### config.mk
export PLATFORM = sky130hd
export DESIGN_NAME = vram_arbiter
export DESIGN_NICKNAME = d
export VERILOG_FILES = /design/src/rtl/vram_arb_pkg.sv /design/src/rtl/vram_rsp_pipe.sv /design/src/rtl/vram_arbiter.sv
export SDC_FILE = /design/constraint.sdc
export NUM_CORES = 1
export LEC_CHECK = 0
export CORE_MARGIN = 5
export CORE_UTILIZATION = 25
export CTS_CLUSTER_SIZE = 30
export DETAILED_ROUTE_END_ITERATION = 12
export PLACE_DENSITY = 0.68
export SYNTH_ARGS = -nofsm -noshare
export SYNTH_HDL_FRONTEND = slang
export SYNTH_SLANG_ARGS = --single-unit
export TNS_END_PERCENT = 50
### constraint.sdc
create_clock -name clk -period 2.64 [get_ports clk]
set_input_delay 0.264 -clock clk [delete_from_list [all_inputs] [get_ports clk]]
set_output_delay 0.264 -clock clk [all_outputs]
set_load 0.05 [all_outputs]
### src/rtl/vram_arb_pkg.sv
// vram_arb_pkg: shared grant/owner types and VRAM geometry for the VRAM arbiter.
package vram_arb_pkg;
  typedef enum logic [1:0] {GRANT_NONE = 2'd0, GRANT_DISP = 2'd1, GRANT_CPU = 2'd2} vram_grant_t;
  typedef enum logic [1:0] {OWN_NONE, OWN_DISP, OWN_CPU} vram_owner_t;
  localparam int VRAM_WORDS = 76800;
  // Writes complete at grant, so only reads claim a response slot.
  function automatic vram_owner_t owner_of(vram_grant_t g, logic we);
    return g == GRANT_DISP ? OWN_DISP : (g == GRANT_CPU && !we) ? OWN_CPU : OWN_NONE;
  endfunction
endpackage

### src/rtl/vram_rsp_pipe.sv
// vram_rsp_pipe: two-stage read response pipeline routing RAM data back to its owner.
module vram_rsp_pipe
  import vram_arb_pkg::*;
#(
  parameter int DATA_W = 16
) (
  input  logic              clk,
  input  logic              rst,
  input  vram_grant_t       i_grant,
  input  logic              i_cpu_we,
  input  logic [DATA_W-1:0] i_ram_rd_data,
  output logic              o_disp_rsp_valid,
  output logic [DATA_W-1:0] o_disp_rsp_data,
  output logic              o_cpu_rsp_valid,
  output logic [DATA_W-1:0] o_cpu_rsp_data
);
  vram_owner_t r_owner;
  always_ff @(posedge clk) begin
    if (rst) begin
      r_owner          <= OWN_NONE;
      o_disp_rsp_valid <= 1'b0;
      o_cpu_rsp_valid  <= 1'b0;
      o_disp_rsp_data  <= '0;
      o_cpu_rsp_data   <= '0;
    end else begin
      r_owner          <= owner_of(i_grant, i_cpu_we);
      o_disp_rsp_valid <= r_owner == OWN_DISP;
      o_cpu_rsp_valid  <= r_owner == OWN_CPU;
      if (r_owner == OWN_DISP) o_disp_rsp_data <= i_ram_rd_data;
      if (r_owner == OWN_CPU) o_cpu_rsp_data <= i_ram_rd_data;
    end
  end
endmodule

### src/rtl/vram_arbiter.sv
// vram_arbiter: single-port VRAM sharing between display scanout and CPU with
// display priority and a bounded CPU wait.
module vram_arbiter
  import vram_arb_pkg::*;
#(
  parameter int ADDR_W       = 17,
  parameter int DATA_W       = 16,
  parameter int MAX_CPU_WAIT = 4
) (
  input  logic              clk,
  input  logic              rst,
  input  logic              disp_req_valid,
  output logic              disp_req_ready,
  input  logic [ADDR_W-1:0] disp_addr,
  output logic              disp_rsp_valid,
  output logic [DATA_W-1:0] disp_rsp_data,
  input  logic              cpu_req_valid,
  output logic              cpu_req_ready,
  input  logic [ADDR_W-1:0] cpu_addr,
  input  logic              cpu_we,
  input  logic [DATA_W-1:0] cpu_wdata,
  output logic              cpu_rsp_valid,
  output logic [DATA_W-1:0] cpu_rsp_data,
  output logic [ADDR_W-1:0] ram_addr,
  output logic              ram_we,
  output logic [DATA_W-1:0] ram_wdata,
  input  logic [DATA_W-1:0] ram_rd_data
);
  logic [3:0]  r_cpu_wait_cnt;
  logic        w_sat;
  vram_grant_t w_grant;
  assign w_sat = r_cpu_wait_cnt == 4'(MAX_CPU_WAIT);
  // Display wins unless the CPU has waited its full budget.
  always_comb begin
    w_grant = rst ? GRANT_NONE :
              (disp_req_valid && !(cpu_req_valid && w_sat)) ? GRANT_DISP :
              cpu_req_valid ? GRANT_CPU : GRANT_NONE;
  end
  assign disp_req_ready = w_grant == GRANT_DISP;
  assign cpu_req_ready  = w_grant == GRANT_CPU;
  assign ram_addr  = w_grant == GRANT_DISP ? disp_addr : w_grant == GRANT_CPU ? cpu_addr : '0;
  assign ram_we    = (w_grant == GRANT_CPU) & cpu_we;
  assign ram_wdata = cpu_wdata;
  always_ff @(posedge clk) begin
    if (rst || !cpu_req_valid || w_grant == GRANT_CPU) r_cpu_wait_cnt <= '0;
    else if (!w_sat) r_cpu_wait_cnt <= r_cpu_wait_cnt + 4'd1;
  end
  vram_rsp_pipe #(.DATA_W(DATA_W)) u_rsp_pipe (
    .clk              (clk),
    .rst              (rst),
    .i_grant          (w_grant),
    .i_cpu_we         (cpu_we),
    .i_ram_rd_data    (ram_rd_data),
    .o_disp_rsp_valid (disp_rsp_valid),
    .o_disp_rsp_data  (disp_rsp_data),
    .o_cpu_rsp_valid  (cpu_rsp_valid),
    .o_cpu_rsp_data   (cpu_rsp_data)
  );
endmodule

==> flow_summary.ini <==
[clocking]
post_cts_resized = 0
clk_latency_ns = 0.29
hold_buffers = 0
cts_max_level = 2
cts_buffers = 5
cts.sinks = 40
path_clk_slew_ns = 0.08
cts_tree = done
post-cts-setup-buffers = 0
cts_root_buf = clkbuf_8
clockBufferDepth = 2

[synth]
ys_types = 22
synth-compound-area-share_pct = 20.2
synth_area_per_cell_um2 = 8.19
synth_xor_area_share_pct = 0
synthMuxAreaShare_pct = 0.568
yosys.area_share.simple_pct = 20.1
synth_cells = 215
synth_fp_nets = 288
synthAdderAreaFrac_pct = 1.42
synth.area.top_cells = dfxtp_1, nand2_1, a21oi_1
syn_area_um2 = 1760
synth_seq_cells = 40
synth_top_family_by_area = compound AO/OA/AOI/OAI gates
yosys_warnings = 0
yosysTopAreaCell = dfxtp_1
synth_top_area_share_pct = 45.5
synth-seq-area-share_pct = 45.5

[global_route]
grt_max_degree = 36
grt_pass1_vias = 1829
antenna_found_initial = 0
grt_pass1_wl_mm = 8.25
grtUsageTotal_pct = 11.7
grt_overflow_total = 0

[floorplanning]
die_h_um = 93.9
initial_core_util_pct = 25.8
die_x_um = 93.9
ios = 141
coreArea_um2 = 6830
num_rows = 30
dieArea_um2 = 8830

[timing]
fin_crit_sh_pct = 86.3
worst_pin_slew_ns = 0.751
fmax_mhz = 439
finalHoldViolCount = 0
slew_viol_final = 0
relSlewSlack_pct = 49.9
tns_ns = 0
min_period_ns = 2.28
finalClockSkew_ns = 0.00613
setup_viol = 0
rsz0062_at_grt = no

[finish]
final_nets = 377
area_growth_pct = 79.3
drive_above_1_share_pct = 11.5
final_util_pct = 46.2
diodes = 0
fill_cells = 680

[detailed_routing]
wirelength_mm = 5.26
drc_errors = 0
via_count = 1749
drt_pass1_iterations = 5
drt_iter0_markers = 43
wl_per_cell_um = 13.1
vias_per_cell = 4.36
drtAntennaViolNets = 0

[flow_run]
maxCapViolCount = 0

[hold_path]
min-delay-path-class = reg -> reg

[worst_setup_path]
startpoint_type = flop
critPathCaptureType = primary output
crit_required_ns = 2.38
cp_max_fo = 18
crit_arrival_ns = 2.02
path_class = reg -> out

[pwr]
power_density_nw_per_um2 = 544
power.leakage_nw = 1.16
peakVddDrop_mv = 0.235

[place]
io_buffer_count = 108
dp.final_hpwl_mm = 4.18
gp_congestion = 0.693

[run_status]
outcome = finished, final reports clean
[cells in the mapped netlist]
cell type	count
nand2_1	65
dfxtp_1	40
a21oi_1	34
a22o_1	17
buf_4	16
buf_2	8
nor2_1	7
clkbuf_1	5
inv_1	4
nand2b_1	3
nor2b_1	3
buf_6	2
ha_1	2
a41oi_1	1
a41oi_4	1
and2_1	1
mux2i_1	1
nand2b_4	1
nand3_1	1
nand3b_1	1
nand4b_1	1
nor3_1	1
[sequential cells by signal (all words and copies together) (netlist names)]
name and flops:
r_cpu_wait_cnt 4, u_rsp_pipe.o_cpu_rsp_data 16, u_rsp_pipe.o_cpu_rsp_valid 1, u_rsp_pipe.o_disp_rsp_data 16
u_rsp_pipe.o_disp_rsp_valid 1, u_rsp_pipe.r_owner 2
[metal layers]
metal | vias up | global-route usage [%] | share of wire, %
met5 | - | 0 | 0
met4 | 0 | 1.93 | 0.36
met1 | 775 | 12.2 | 38
li1 | 870 | - | -
met2 | 98 | 20.4 | 48
met3 | 6 | 6.97 | 14
[placed cells by master (no fill, tap or decap), types with 4 or more instances in the layout]
master / Yosys / final
a21oi_1: 34 / 34
a22o_1: 17 / 17
buf_12: 0 / 20
buf_4: 16 / 5
clkbuf_8: 0 / 5
clkdlybuf4s50_1: 0 / 88
dfxtp_1: 40 / 40
inv_1: 4 / 4
nand2_1: 65 / 65
nor2_1: 7 / 7
[final cells by class]
cell class / instances / area [um2] / share of cell area [%]
repair buffers: 113 / 1320 / 41.8
clock buffers: 5 / 68.8 / 2.18
multi-input cells: 140 / 744 / 23.6
inverters: 4 / 15.0 / 0.475
clock inverters: 3 / 90.1 / 2.85
well taps: 96 / 120 / 3.80
flip-flops and latches: 40 / 801 / 25.4
[logic make-up (layout without fill, tap and decap cells)]
family,after synthesis,count (layout)
adders and majority gates,2,2
AOI/OAI and AO/OA,53,53
buffers and inverters,35,125
DFF,40,40
muxes,1,1
and+or+nand+nor,84,84
[stage by stage]
stage / setup WS (ns) / cells / area, um2 / total power, W / hold WS, ns
final: 0.361 / 401 / 3160 / 0.00172 / 0.454
after global placement: 0.539 / 393 / 3000 / 0.00105 / 0.442
after detailed placement: 0.510 / 393 / 3000 / 0.00105 / 0.447
after floorplan: 0.656 / 215 / 1760 / 0.000901 / 0.336
after CTS: 0.320 / 401 / 3160 / 0.00174 / 0.458
after global routing: 0.197 / 401 / 3160 / 0.00177 / 0.474
[where the power goes]
group          internal (W)  total [W]  switching [W]
Sequential         0.000622   0.000632      0.0000102
Clock              0.000473   0.000685       0.000213
Combinational      0.000192   0.000400       0.000207
[final timing paths]
| check | start | slack, ns | cells after the start | to |
|---|---|---|---|---|
| max | r_cpu_wait_cnt[0] | 0.36 | 5 | ram_addr[15] |
| min | u_rsp_pipe.o_cpu_rsp_data[14] | 0.45 | 2 | u_rsp_pipe.o_cpu_rsp_data[14] |
| min reg2reg | u_rsp_pipe.o_cpu_rsp_data[14] | 0.45 | 2 | u_rsp_pipe.o_cpu_rsp_data[14] |
| max reg2reg | r_cpu_wait_cnt[0] | 1.19 | 6 | u_rsp_pipe.r_owner[1] |
[critical path, stage by stage, from the launching register on]
cell and delay (ns):
dfxtp_1 0.37, inv_1 0.06, ha_1 0.28, a41oi_4 0.57
a22o_1 0.30, buf_12 0.15
No activity file was read; power rests on OpenSTA's default activity.
